$ cat config.mk
export PLATFORM = sky130hd
export DESIGN_NAME = apb_reg_slave
export DESIGN_NICKNAME = d
export VERILOG_FILES = /design/src/rtl/apb_reg_slave.sv
export SDC_FILE = /design/constraint.sdc
export NUM_CORES = 1
export LEC_CHECK = 0
export BUFFER_PORTS_ARGS = -buffer_cell sky130_fd_sc_hd__buf_2
export CAP_MARGIN = 40
export CORE_MARGIN = 1.5
export CORE_UTILIZATION = 54
export DETAILED_ROUTE_END_ITERATION = 12
export HOLD_SLACK_MARGIN = 0.15
export PLACE_DENSITY = 0.8
export SETUP_SLACK_MARGIN = 0.15
export SYNTH_ARGS = -nofsm -noshare
export SYNTH_HDL_FRONTEND = slang
export SYNTH_SLANG_ARGS = --single-unit
$ cat constraint.sdc
create_clock -name clk -period 14.2 [get_ports clk]
set_input_delay 0.71 -clock clk [delete_from_list [all_inputs] [get_ports clk]]
set_output_delay 0.71 -clock clk [all_outputs]
set_load 0.01 [all_outputs]
$ cat src/rtl/apb_reg_slave.sv
// APB completer terminating transfers into a bank of 32-bit registers.
// Supports programmable wait states, out-of-range counting and protocol-violation flagging.
module apb_reg_slave #(
  parameter int unsigned NUM_REGS    = 8,
  parameter logic [31:0] BASE_ADDR   = 32'h2000_0000,
  parameter int unsigned WAIT_CYCLES = 0,
  parameter logic [31:0] RESET_VAL   = 32'h0
) (
  input  logic                     clk,
  input  logic                     rst,
  input  logic                     psel,
  input  logic                     penable,
  input  logic                     pwrite,
  input  logic [31:0]              paddr,
  input  logic [31:0]              pwdata,
  output logic [31:0]              prdata,
  output logic                     pready,
  output logic [NUM_REGS*32-1:0]   regs_flat,
  output logic [15:0]              err_cnt,
  output logic                     proto_err
);

  localparam int unsigned CW = 4;
  localparam int unsigned IW = 30;

  typedef enum logic {IDLE, ACCESS} state_t;

  state_t          r_state;
  logic [CW-1:0]   r_cnt;
  logic [31:0]     r_addr;
  logic [31:0]     r_wdata;
  logic            r_wr;
  logic [31:0]     r_regs [NUM_REGS];
  logic [15:0]     r_err_cnt;
  logic            r_proto_err;

  logic [IW-1:0]   w_idx;
  logic            w_in_range;
  logic            w_done;
  logic [31:0]     w_rdata;

  // Word index relative to the bank base; the byte offset bits drop out of the shift.
  assign w_idx      = IW'((r_addr - BASE_ADDR) >> 2);
  assign w_in_range = (r_addr >= BASE_ADDR) && (w_idx < IW'(NUM_REGS));
  assign pready     = (r_state == ACCESS) && (r_cnt == CW'(WAIT_CYCLES));
  assign w_done     = psel && penable && pready;

  always_comb begin
    w_rdata = '0;
    for (int i = 0; i < NUM_REGS; i++) begin
      if (w_idx == IW'(i)) w_rdata = r_regs[i];
    end
  end

  assign prdata    = (pready && w_in_range) ? w_rdata : 32'h0;
  assign err_cnt   = r_err_cnt;
  assign proto_err = r_proto_err;

  always_comb begin
    regs_flat = '0;
    for (int i = 0; i < NUM_REGS; i++) begin
      regs_flat[32*i +: 32] = r_regs[i];
    end
  end

  // Transfer FSM, register bank commit and error bookkeeping.
  always_ff @(posedge clk or posedge rst) begin
    if (rst) begin
      r_state     <= IDLE;
      r_cnt       <= '0;
      r_addr      <= '0;
      r_wdata     <= '0;
      r_wr        <= 1'b0;
      r_err_cnt   <= '0;
      r_proto_err <= 1'b0;
      for (int i = 0; i < NUM_REGS; i++) r_regs[i] <= RESET_VAL;
    end else begin
      r_proto_err <= 1'b0;
      case (r_state)
        IDLE: begin
          if (psel && !penable) begin
            r_state <= ACCESS;
            r_addr  <= paddr;
            r_wr    <= pwrite;
            r_wdata <= pwdata;
            r_cnt   <= '0;
          end else if (psel && penable) begin
            r_proto_err <= 1'b1;
          end
        end
        ACCESS: begin
          if (!psel) begin
            r_state     <= IDLE;
            r_proto_err <= 1'b1;
          end else if (w_done) begin
            r_state <= IDLE;
            if (w_in_range) begin
              if (r_wr) begin
                for (int i = 0; i < NUM_REGS; i++) begin
                  if (w_idx == IW'(i)) r_regs[i] <= r_wdata;
                end
              end
            end else if (r_err_cnt != 16'hFFFF) begin
              r_err_cnt <= r_err_cnt + 16'd1;
            end
          end else if (penable && (r_cnt < CW'(WAIT_CYCLES))) begin
            r_cnt <= r_cnt + CW'(1);
          end
        end
        default: r_state <= IDLE;
      endcase
    end
  end

endmodule
### Word-level counts from Yosys, hierarchy flattened

Index checks and enable logic that the tools add are counted.

| storage, ports and cells | value |
|---|---|
| bits in registers | 343 |
| input bits | 69 |
| output and inout port bits | 306 |
| word-level logic and storage cells | 78 |

| operators by class | value |
|---|---|
| add/subtract/negate cells | 3 |
| order comparisons | 3 |
| equal/unequal tests | 12 |
| muxes and demuxes | 22 |
| bitwise logic cells | 2 |
| reductions and logical operators | 21 |

Operators by type and width:

| kind | number |
|---|---|
| two-way mux 32 bit | 9 |
| equality test 30 x 3 -> 1 bit, second input constant | 4 |
| equality test 30 x 2 -> 1 bit, second input constant | 2 |
| AND reduction 6 bit | 8 |
| greater-or-equal comparator 32 x 30 -> 1 bit, second input constant | 1 |
| subtractor 32 x 30 -> 32 bit, second input constant | 1 |
| equality test 30 x 1 -> 1 bit, second input constant | 1 |
| logical NOT 30 bit | 1 |
| < comparator 30 x 4 -> 1 bit, second input constant | 1 |
| adder 16 x 1 -> 16 bit, second input constant | 1 |
| two-way mux 4 bit | 4 |
| inequality test 16 bit, second input constant | 1 |
| case mux 4 bit (2 select lines) | 1 |
| logical AND 1 bit | 7 |
| two-way mux 1 bit | 6 |
| inequality test 2 bit, second input constant | 3 |
| AND reduction 5 bit | 1 |
| adder 4 x 1 -> 4 bit, second input constant | 1 |
| logical NOT 4 bit | 1 |
| < comparator 4 x 1 -> 1 bit, second input constant | 1 |
| case mux 1 bit (2 select lines) | 2 |
| AND reduction 4 bit | 1 |
| inequality test 2 x 1 -> 1 bit, second input constant | 1 |
| NOT 1 bit | 2 |
| 2 further kinds | 2 |

### Longest topological paths before layout

| depth | value |
|---|---|
| depth after elaboration | 11 |
| gate-level depth with buffers | 9 |
| mapped depth without buffers | 7 |

### Worst setup path after synthesis

No wires, ideal clock.

| path | value |
|---|---|
| kind | flip-flop to output port |
| from | reg r_addr[2] |
| to | out prdata[14] |
| arrival time | 1812 ps |
| data required time | 13490 ps |
| path slack | 11678 ps |
| stages on the path, launching flop included | 7 |
| buffers on the path | 3 |
| path through | dfrtp_1 -> clkbuf_1 -> buf_2 -> buf_2 -> mux4_2 -> mux2i_1 -> nor2_1 |

| on the way | value |
|---|---|
| cells in the longest elaborated chain, start to end | 11 |
| elaborated cells between the ends (all ways) | 22 |
| classes of those cells | 1 x add/sub; 2 x order compare; 7 x eq/ne; 9 x mux; 3 x reduce/logical |

RTL lines:

| item | line | source |
|---|---|---|
| start: declaration | 30 | `logic [31:0] r_addr;` |
| start signal: assignment | 83 | `r_addr <= paddr;` |
| subtractor 32 x 30 -> 32 bit | 43 | `assign w_idx = IW'((r_addr - BASE_ADDR) >> 2);` |
| logical NOT 30 bit | 51 | `if (w_idx == IW'(i)) w_rdata = r_regs[i];` |
| two-way mux 32 bit (8 in series) | 51 |  |
| two-way mux 32 bit * | 55 | `assign prdata = (pready && w_in_range) ? w_rdata : 32'h0;` |
| end: declaration | 16 | `output logic [31:0] prdata,` |

Mark *: on every way between the ends. The rest lies on a longest branch, timed or not.

### Final worst setup path

| path | value |
|---|---|
| from | reg r_addr[2] |
| to | out prdata[10] |

Same word-level chain as after synthesis.

==> key figures <==
Outcome
  • Status: completed

Clocking
  • CTS Buf Count: 36
  • CTS Sinks: ~340
  • Clock Tree Buf Depth: 3
  • H-tree levels: 2
  • Hold buffer count at CTS: 0
  • Post-CTS Setup Inserts: 0
  • Clk_lat worst skew: roughly 0.5 ns
  • Post-cts resize count: 0
  • Clock tree from TritonCTS: done
  • Clk pin slew, worst setup/hold paths: 0.06 ns
  • CTS root buffer: clkbuf_16

Worst setup path
  • Arrival @ worst endpoint: roughly 3.3 ns
  • WP data required: roughly 13 ns
  • Worst Setup End Kind: output pin
  • Crit path max fanout: 37
  • Reg2reg setup slack: between 10 and 15 ns
  • Crit start category: flop
  • Crit Path Category: flop to output pin

Flow run
  • Max_cap viols: 0

Synth
  • #FFs+latches synth: between 300 and 400
  • Top_reg_cell synth: dfrtp_1
  • Unique cell type count in the Yosys netlist: 41
  • Sequential area share after synthesis: 0.537
  • Ys async rst share: 1.00
  • Synth top cells by count: dfrtp_1 (337), mux2_4 (180), mux2_2 (135)
  • Mapped Cells: 937
  • Net count after synthesis: 1008
  • Most numerous cell in the Yosys netlist: dfrtp_1
  • Post-Syn Area: about 16000 um2
  • Share of the synthesized area in the top cell type: 0.537
  • Area contributors post-synth: dfrtp_1 (54%), mux2_4 (17%), mux2_2 (9.7%)
  • Post-synth EDFFs: 0
  • YS warnings: 0
  • Average size of a mapped cell: about 17 um2
  • Synth area leader: dfrtp_1

Route
  • Drt pass-1 iters: 5
  • DRT antenna net count: 0
  • Vias: between 9000 and 10000
  • Drt wl/cell: 23.8 um
  • # DRC: 0
  • Routed wire length: between 40000 and 50000 um
  • Initial detailed-routing violation count: around 450
  • Vias per std cell: between 5 and 6

Floorplan
  • Rows: 62
  • Total core area: about 29000 um2
  • Die width: 174 um
  • Io pins: 375
  • Starting Density: 0.547
  • Die Area: around 30000 um2
  • Die height: roughly 170 um

GRT
  • Largest net degree at the start of global routing: between 80 and 90
  • First-pass GRT wire length: between 60000 and 70000 um
  • Total gr overflow: 0
  • Vias in the first global route: about 10000
  • All-Layer GR Usage: 0.273
  • Initial antenna violation count: 1

Power
  • Cell Pwr Density: around 120 nW/um2
  • LEAKAGE: about 10 nW
  • Peak supply drop: roughly 0.1 mV

Placement
  • Placer Congestion: ~0.82
  • Hpwl dp: around 26000 um
  • Pre-CTS WS: ~11 ns
  • DP Area: between 15000 and 20000 um2
  • # port buffers: around 370

Final layout
  • Area Growth Syn to Fin: 21.4%
  • Design area: ~19000 um2
  • Nets@finish: roughly 1400
  • Share of layout cells above drive strength 1: 0.639

STA
  • Final slew viol count: 0
  • Worst clock skew: ~0.012 ns
  • Final Hold Slack: between 0.2 and 0.25 ns
  • Peak Freq: 253 MHz
  • Final Hold Fails: 0
  • Slew margin rel.: 0.408
  • Final period util: 0.279
  • Worst setup margin: between 10 and 15 ns
  • RSZ-0062 raised after global routing: false
  • Sum of negative setup slack: 0 ns
  • Setup violators final: 0
  • Slew @ Worst Pin: approximately 0.89 ns
  • Minimum clock period: approximately 4.0 ns

Worst hold path
  • Hold WC Path Type: primary input to async pin
[worst max-delay path, stage by stage (launching register included)]
cell and delay [ns]:
dfrtp_4 0.92, buf_4 0.68, mux4_2 0.59, mux2i_1 0.18
nor2_1 0.10, buf_2 0.18
[metrics by stage]
| step | power [W] | utilization | instances |
|---|---|---|---|
| after global placement | 0.00125 | 0.619 | 1646 |
| after global routing | 0.00227 | 0.664 | 1714 |
| after floorplan | 0.00119 | - | 937 |
| final | 0.00219 | 0.664 | 1715 |
| after CTS | 0.00222 | 0.664 | 1713 |
| after detailed placement | 0.00126 | 0.622 | 1650 |
[per-layer routing]
| metal | track usage | up-vias | share of wire |
|---|---|---|---|
| li1 | - | 4183 | - |
| met1 | 0.356 | 5159 | 0.41 |
| met2 | 0.457 | 402 | 0.49 |
| met3 | 0.0579 | 92 | 0.070 |
| met4 | 0.0935 | 0 | 0.031 |
| met5 | 0 | - | 0 |
[registers in the layout, indices dropped and copies added, names as in the netlist]
| signal | count |
|---|---|
| r_wr | 1 |
| r_addr | 30 |
| err_cnt | 16 |
| proto_err | 1 |
| r_state | 1 |
| r_wdata | 32 |
| regs_flat | 256 |
[final timing paths]
check                           start              to  depth (start not counted)
hold reg to reg            r_addr[16]      r_addr[16]                          1
setup reg to reg            r_addr[2]  regs_flat[242]                          5
setup / recovery            r_addr[2]      prdata[10]                          5
min in group clk              penable         r_state                          2
max in group asynchronous         rst   regs_flat[61]                          5
hold / removal                    rst      err_cnt[5]                          2
[power by group]
| group | leakage [nW] | internal (W) | switching [W] |
|---|---|---|---|
| Combinational | 5.33 | 0.0000839 | 0.0000738 |
| Clock | 0.599 | 0.000576 | 0.000381 |
| Sequential | 4.56 | 0.000998 | 0.0000817 |
| Total | 10.5 | 0.00166 | 0.000536 |
[cells in the final DEF (no fill, tap or decap), types with 3 or more instances in the layout]
master / Yosys / layout
inv_6: 0 / 3
buf_2: 15 / 373
inv_1: 5 / 4
mux4_2: 64 / 64
nand2_1: 9 / 9
mux2i_1: 33 / 33
xnor2_1: 13 / 13
nor4_2: 3 / 3
clkbuf_16: 0 / 37
and3_1: 5 / 5
nor2_1: 39 / 39
bufinv_16: 0 / 3
nand2_4: 3 / 3
dfrtp_1: 337 / 334
mux2_4: 180 / 180
clkinv_2: 0 / 5
buf_16: 0 / 3
nand3_1: 12 / 11
clkbuf_1: 16 / 5
nand2b_4: 3 / 3
clkbuf_8: 0 / 8
mux2_2: 135 / 135
nand4_1: 5 / 5
xor2_1: 3 / 3
mux2_1: 3 / 3
buf_4: 3 / 11
[logic make-up (layout without fill, tap and decap cells)]
kind of cell | Yosys count | count (layout) | synth area share
compound gates | 5 | 5 | 0.00231
xor+xnor | 16 | 16 | 0.00892
fa+ha+maj | 2 | 2 | 0.00159
buf+inv | 63 | 455 | 0.0270
flops | 337 | 337 | 0.537
mux | 415 | 415 | 0.384
other cells | 0 | 2 | 0
simple gates | 99 | 99 | 0.0394
[cell type report]
cell class	count	area (um2)
Fill cell	2036	9640
Sequential cell	337	8440
Multi-Input combinational cell	537	6870
Timing Repair Buffer	387	2030
Clock buffer	50	1050
Tap cell	384	480
Clock inverter	13	158
Inverter	5	26.3
Antenna cell	2	5.00
No activity file was read; power rests on OpenSTA's default activity.
